**src/rtl/instr_fetch_unit.sv**
```systemverilog
// Instruction fetch unit: single-outstanding instruction memory reads, a small
// instruction buffer toward decode, and redirect flush. Optional: FETCH_ALIGN_CHECK_EN.
module instr_fetch_unit #(
  parameter int                ADDR_W     = 32,
  parameter int                DATA_W     = 32,
  parameter int                FIFO_DEPTH = 4,
  parameter logic [ADDR_W-1:0] RESET_ADDR = '0
) (
  input  logic              clk,
  input  logic              reset,
  input  logic [ADDR_W-1:0] current_address,
  output logic [ADDR_W-1:0] next_address,
  output logic              imem_req,
  output logic [ADDR_W-1:0] imem_addr,
  input  logic              imem_valid,
  input  logic [DATA_W-1:0] imem_rdata,
  input  logic              redirect_valid,
  input  logic [ADDR_W-1:0] redirect_addr,
  output logic              instr_valid,
  output logic [DATA_W-1:0] instr_data,
  output logic [ADDR_W-1:0] instr_pc,
  input  logic              instr_ready,
  output logic              fetch_misalign
);

  localparam int               PTR_W   = $clog2(FIFO_DEPTH);
  localparam int               CNT_W   = PTR_W + 1;
  localparam logic [CNT_W-1:0] DEPTH_C = CNT_W'(FIFO_DEPTH);

  typedef enum logic [1:0] {
    S_IDLE,
    S_WAIT,
    S_DROP
  } state_e;

  state_e            state_q, state_d;
  logic [ADDR_W-1:0] fetch_addr_q, fetch_addr_d;
  logic [PTR_W-1:0]  wr_ptr_q, wr_ptr_d;
  logic [PTR_W-1:0]  rd_ptr_q, rd_ptr_d;
  logic [CNT_W-1:0]  count_q, count_d;
  logic [DATA_W-1:0] data_mem_q [FIFO_DEPTH];
  logic [ADDR_W-1:0] pc_mem_q   [FIFO_DEPTH];

  logic [ADDR_W-1:0] redirect_tgt;
  logic              fifo_full;
  logic              issue;
  logic              push;
  logic              pop;

`ifdef FETCH_ALIGN_CHECK_EN
  assign redirect_tgt = {redirect_addr[ADDR_W-1:2], 2'b00};
`else
  assign redirect_tgt = redirect_addr;
`endif

  assign fifo_full   = (count_q == DEPTH_C);
  assign instr_valid = (count_q != '0);
  assign pop         = instr_valid && instr_ready;

  // NOTE: every signal written here gets a default first, so no path leaves it unassigned (no latch).
  always_comb begin
    state_d      = state_q;
    fetch_addr_d = fetch_addr_q;
    next_address = current_address;
    issue        = 1'b0;
    push         = 1'b0;

    if (!reset) begin
      next_address = RESET_ADDR;
    end else if (redirect_valid) begin
      next_address = redirect_tgt;
      // A response arriving with the redirect is the stale one, so nothing is left to drop.
      if ((state_q == S_WAIT || state_q == S_DROP) && imem_valid) begin
        state_d = S_IDLE;
      end else if (state_q == S_WAIT) begin
        state_d = S_DROP;
      end
    end else begin
      unique case (state_q)
        S_IDLE: begin
          if (!fifo_full) begin
            issue        = 1'b1;
            next_address = current_address + ADDR_W'(4);
            fetch_addr_d = current_address;
            state_d      = S_WAIT;
          end
        end
        S_WAIT: begin
          if (imem_valid) begin
            push    = 1'b1;
            state_d = S_IDLE;
          end
        end
        S_DROP: begin
          if (imem_valid) begin
            state_d = S_IDLE;
          end
        end
        default: state_d = S_IDLE;
      endcase
    end
  end

  assign imem_req  = issue;
  assign imem_addr = issue ? current_address : '0;

  always_comb begin
    wr_ptr_d = wr_ptr_q;
    rd_ptr_d = rd_ptr_q;
    count_d  = count_q;
    if (redirect_valid) begin
      wr_ptr_d = '0;
      rd_ptr_d = '0;
      count_d  = '0;
    end else begin
      if (push) begin
        wr_ptr_d = wr_ptr_q + PTR_W'(1);
        count_d  = count_d + CNT_W'(1);
      end
      if (pop) begin
        rd_ptr_d = rd_ptr_q + PTR_W'(1);
        count_d  = count_d - CNT_W'(1);
      end
    end
  end

  // NOTE: state registers use non-blocking assignments so every flop samples pre-edge values.
  always_ff @(posedge clk) begin
    if (!reset) begin
      state_q      <= S_IDLE;
      fetch_addr_q <= '0;
      wr_ptr_q     <= '0;
      rd_ptr_q     <= '0;
      count_q      <= '0;
    end else begin
      state_q      <= state_d;
      fetch_addr_q <= fetch_addr_d;
      wr_ptr_q     <= wr_ptr_d;
      rd_ptr_q     <= rd_ptr_d;
      count_q      <= count_d;
    end
  end

  // NOTE: buffer storage is not reset; outputs are masked by instr_valid, so stale entries never show.
  always_ff @(posedge clk) begin
    if (push) begin
      data_mem_q[wr_ptr_q] <= imem_rdata;
      pc_mem_q[wr_ptr_q]   <= fetch_addr_q;
    end
  end

  assign instr_data = instr_valid ? data_mem_q[rd_ptr_q] : '0;
  assign instr_pc   = instr_valid ? pc_mem_q[rd_ptr_q]   : '0;

`ifdef FETCH_ALIGN_CHECK_EN
  logic misalign_q, misalign_d;

  always_comb begin
    misalign_d = misalign_q;
    if (redirect_valid && (redirect_addr[1:0] != 2'b00)) begin
      misalign_d = 1'b1;
    end
  end

  always_ff @(posedge clk) begin
    if (!reset) begin
      misalign_q <= 1'b0;
    end else begin
      misalign_q <= misalign_d;
    end
  end

  assign fetch_misalign = misalign_q;
`else
  assign fetch_misalign = 1'b0;
`endif

endmodule

```
**config.mk**
```make
export PLATFORM = sky130hd
export DESIGN_NAME = instr_fetch_unit
export DESIGN_NICKNAME = d
export VERILOG_FILES = /design/src/rtl/instr_fetch_unit.sv
export SDC_FILE = /design/constraint.sdc
export NUM_CORES = 1
export LEC_CHECK = 0
export ABC_AREA = 0
export ABC_CLOCK_PERIOD_IN_PS = 4200
export CAP_MARGIN = 10
export CORE_ASPECT_RATIO = 1.2
export CORE_UTILIZATION = 45
export DETAILED_ROUTE_END_ITERATION = 7
export PLACE_DENSITY = 0.7
export SLEW_MARGIN = 20
export SYNTH_ARGS = -nofsm -noshare
export SYNTH_HDL_FRONTEND = slang
export SYNTH_SLANG_ARGS = --single-unit
```
**constraint.sdc**
```tcl
create_clock -name clk -period 4.2 [get_ports clk]
set_input_delay 0.84 -clock clk [delete_from_list [all_inputs] [get_ports clk]]
set_output_delay 0.84 -clock clk [all_outputs]
set_load 0.01 [all_outputs]
```
; ---- Word level (Yosys, flattened, before mapping)
; Memory sizes are Yosys's and may differ from the RTL's. A register that Yosys moved wholly into a read port is not among the register bits.
; Index checks and enable logic that the tools add are counted.
; Widths: inputs -> output; s select.
[word_totals]
n_memories = 2
reg_bits = 41
output_inout_bits = 131
input_bits = 101
ram_bits = 256
wordCells = 60
[mem_list]
columns = name, depth, width, read_ports, rd_ports_with_merged_regs, write_ports, line_no
row1 = data_mem_q, 4, 32, 1, 1, 1, 41  ; logic [DATA_W-1:0] data_mem_q [FIFO_DEPTH];
row2 = pc_mem_q, 4, 32, 1, 1, 1, 42  ; logic [ADDR_W-1:0] pc_mem_q [FIFO_DEPTH];
[classes]
muxes = 30
addsub = 5
eq_ne = 6
n_reduce_logical = 9
bitwise = 3
[ops]
columns = cell, n
row1 = $mux 32, 7
row2 = $add 32x3->32 const B, 1
row3 = $mux 2, 9
row4 = $mux 1, 10
row5 = $mux 3, 3
row6 = $ne 3x1->1 const B, 2
row7 = $reduce_and 3->1, 2
row8 = $add 2x1->2 const B, 2
row9 = $pmux 2 s2, 1
row10 = $reduce_or 2->1, 2
row11 = $add 3x1->3 const B, 1
row12 = $eq 3x3->1 const B, 1
row13 = $ne 3x3->1 const B, 1
row14 = $not 1->1, 3
row15 = $reduce_bool 3->1, 1
row16 = $sub 3x1->3 const B, 1
row17 = $eq 2x1->1 const B, 1
row18 = $eq 2x2->1 const B, 1
row19 = $logic_and 1x1->1, 2
row20 = $logic_not 2->1, 1
row21 = $logic_or 1x1->1, 1

; ---- Longest topological paths before layout
[depth]
depth_word = 8
depth_mapped = 10
depth_no_buf = 9

; ---- Worst setup path before layout
; No wires, ideal clock.
[synth_path]
kind = in2reg
startpoint = in redirect_valid
endpoint = mem data_mem_q[0][0] (enable)
setup_ps = 429
arrival_ps = 3036
slack_ps = 735
required_time_ps = 3771
path_stages = 4
n_path_buf = 2
path_cell_list = clkbuf_1 -> and4b_1 -> buf_1 -> and2_1
[synth_via]
elab_chain_cells = 4
[synth_lines]
columns = item, line_no
row1 = start: declaration, 17  ; input logic redirect_valid,
row2 = $mux 1, 70  ; end else if (redirect_valid) begin
row3 = $mux 1, 68  ; if (!reset) begin
row4 = $mux 1, 146  ; if (push) begin
row5 = $mux 1 (implied by the code), 147  ; data_mem_q[wr_ptr_q] <= imem_rdata;
row6 = end: declaration, 41
; No other way between the ends.

; ---- Final worst setup path
[layout_path]
startpoint = in current_address[8]
endpoint = out next_address[30]
[layout_via]
elab_chain_cells = 5
[layout_lines]
columns = item, line_no
row1 = start: declaration, 11  ; input logic [ADDR_W-1:0] current_address,
row2 = $add 32x3->32, 83  ; next_address = current_address + ADDR_W'(4);
row3 = $mux 32, 81  ; if (!fifo_full) begin
row4 = $mux 32, 79  ; unique case (state_q)
row5 = $mux 32, 70
row6 = $mux 32, 68
row7 = end: declaration, 12  ; output logic [ADDR_W-1:0] next_address,
; No other way between the ends.

==> results.md <==
* Area growth from synthesis to layout at 31.3%
* Placed Cells at 1395
* Initial cell density of the core at 46.2%
* Post-synth ARST share at 0%
* Final Hold Vio Count at 0
* First-pass GRT wire length at 44500 µm
* # Max-Cap Violations at 0
* Core area at 27400 µm²
* CTS clk-pin slew, worst paths at 60 ps
* P_leak at 5.75 nW
* Worst reg2reg setup slack at 2010 ps
* Yosys reg bits at 299
* R2r endpoint: pc_mem_q[1][26]$_DFFE_PP_
* WHS Path Cells at 2
* Synth area leader: edfxtp_1
* Reg2reg path depth at 5
* Sw frac at 20.6%
* Share of post-route cells with drive strength above 1 at 16.3%
* IO Port Bufs at 230
* HP Start: state_q[0]$_SDFFE_PN0P_
* Clock power share at 38.3%
* Flop pwr share at 54.2%
* Slew Viols, Final at 0
* Netlist cell types at 55
* Area share of the largest cell type after synthesis at 60.7%
* Netlist Area Pre-Place at 12700 µm²
* Clock Latency Late Sink at 530 ps
* Maximum VDD drop at 277 µV
* CP startpoint kind: primary input
* Drt pass-1 iters at 5
* Sw Pwr at 1.25 mW
* H-tree depth at 1
* CTS tree: yes
* Vias per cell at 5.36
* RePlAce Congestion at 0.882
* Die Ht at 186 µm
* Synth area leaders: edfxtp_1 (61%), mux4_2 (11%), dfxtp_1 (6.8%), and2_1 (4.9%), a21o_1 (1.9%)
* Number of global-route vias before repair at 7961
* Global-route usage over all layers at 20.4%
* Clock Tree Root: clkbuf_16
* CP Capture Type: primary output
* # IOs at 232
* Die W at 155 µm
* Gate power share at 7.6%
* Num CTS Buffers at 27
* CP max FO at 10
* Min Clock Period, post-route at 4100 ps
* Unrepaired setup endpoints after global routing: no
* Top cells by count, synth: edfxtp_1 (256), and2_1 (99), mux4_2 (64)
* # diodes at 0
* Design area at 16600 µm²
* Non-filler instance count after layout at 1443
* Post-synth EDFFs at 256
* Clock Skew at 15.8 ps
* Synth Flop Type: edfxtp_1
* Required time of the worst setup path at 3360 ps
* Min-Delay Endpoint: state_q[0]$_SDFFE_PN0P_
* Largest net degree at the start of global routing at 52
* CP Class: in -> out
* Reg2reg start: state_q[1]$_SDFFE_PN0P_
* Hold Crit Class: reg -> reg
* Detailed Route WL at 28900 µm
* CTS Sinks at 299
* Placed Area at 15800 µm²
* CTS Buffer Depth at 3
* Worst Tran Pin Value at 635 ps
* Setup Viol. Count Final at 0
* Max_slew headroom at 57.7%
* Final Core Density at 60.7%
* Int Pwr at 4.83 mW
* Setup TNS at 0 ps
* Yosys Warn Count at 0
* Number of cell rows at 66
* Die ar. at 28800 µm²
* Tcrit/Tclk final at 97.6%
* Mapped Nets at 904
* P per Cell Area at 365 nW/µm²
* Crit path arrival time at 3260 ps
* DR vias at 7737
* Count leader, synth: edfxtp_1
* Fin nets at 1161
* DRC at 0
* Gr ovfl total at 0
* Post-Synthesis Cells at 793
* Outcome: finished, final reports clean
* Power consumption at 6.08 mW
* Remaining antenna violation count after routing at 0
* DP HPWL at 19400 µm
* Fmax at 244 MHz
* Sequential-to-total area share from yosys stat at 67.5%
* Avg WL per Cell at 20.1 µm
* Initial antenna violation count at 0
* Syn avg cell area at 16.0 µm²
* Iter 0 DRT Violations at 374
power groups by stage:
| stage | clock network, mW | registers, mW | logic [mW] |
|---|---|---|---|
| after global routing | 2.50 | 3.30 | 0.496 |
| after global placement | 0 | 3.35 | 0.458 |
| after detailed placement | 0 | 3.36 | 0.459 |
| final | 2.33 | 3.29 | 0.461 |
| after floorplan | 0 | 3.35 | 0.177 |
| after CTS | 2.39 | 3.29 | 0.462 |
worst max-delay path by stage:
stage / endpoint / slack (ps) / start / depth (start not counted)
after floorplan: data_mem_q[0][0]$_DFFE_PP_ / 740 / redirect_valid / 4
after global placement: next_address[26] / -60 / current_address[16] / 6
after detailed placement: next_address[26] / -40 / current_address[16] / 6
after CTS: next_address[26] / 30 / current_address[8] / 6
after global routing: next_address[30] / 20 / current_address[8] / 6
final: next_address[30] / 100 / current_address[8] / 6
routing by layer:
metal	GRT usage (%)	vias up	wire [µm]
li1	-	3606	-
met1	25.4	3766	11700
met2	35.3	304	14300
met5	0	-	0
met4	7.60	0	911
met3	4.17	61	2080
registers in the layout (all words and copies together) (netlist names), named ones only:
| name | flops |
|---|---|
| rd_ptr_q | 2 |
| fetch_addr_q | 32 |
| wr_ptr_q | 2 |
| count_q | 3 |
| pc_mem_q | 128 |
| data_mem_q | 128 |
| state_q | 2 |
critical path, cell delays in order:
cell,delay (ps)
clkdlybuf4s50_1,550
nand4_2,150
or4_4,580
or4_1,490
nand3_1,90
clkdlybuf4s50_1,550
stage by stage:
stage          hold slack, ps  setup WS (ps)
6_report                  486           99.9
5_1_grt                   507           21.8
4_1_cts                   489           28.2
3_5_place_dp              481          -40.7
3_3_place_gp              471          -56.2
2_1_floorplan             452            735
layout by cell type, fill, tap and decap left out, drive strengths merged, types with 3 or more instances in the layout:
cell type	instances
edfxtp	256
clkdlybuf4s50	226
and2	100
mux4	64
buf	50
dfxtp	43
clkbuf	36
a21o	32
nand2	25
o21ai	25
nor2	18
nand3	18
nor3	11
inv	11
ha	10
and3	9
xnor2	9
and4	9
nor4	9
nand4	9
a21oi	8
nor2b	8
clkinv	8
a211oi	7
o31ai	7
a31oi	7
or4	7
nand2b	6
a311oi	5
or3	4
xor2	4
o211a	4
dlymetal6s2s	3
timing repair:
item,4_1_cts,5_1_grt
resized for setup,1,6
cloned,0,0
setup buffers,0,0
endpoints found under the setup margin,2,8
hold buffers,0,0
kinds of logic after synthesis:
group,after synthesis,synth area share (%)
buffers and inverters,61,2.02
DFF,299,67.5
muxes,66,11.5
xor gates and xnor gates,14,1.08
AOI/OAI and AO/OA,107,5.89
adders and majority gates,10,0.988
and+or+nand+nor,235,11.0
other,1,0.0296
layout make-up:
| type | instances | area [µm²] |
|---|---|---|
| multi-input cells | 433 | 3900 |
| fillers | 2144 | 10800 |
| clock buffers | 36 | 751 |
| clock inverters | 12 | 95.1 |
| well taps | 374 | 468 |
| inverters | 9 | 33.8 |
| repair buffers | 280 | 2830 |
| flip-flops and latches | 299 | 8560 |
No activity file was read; power rests on OpenSTA's default activity.
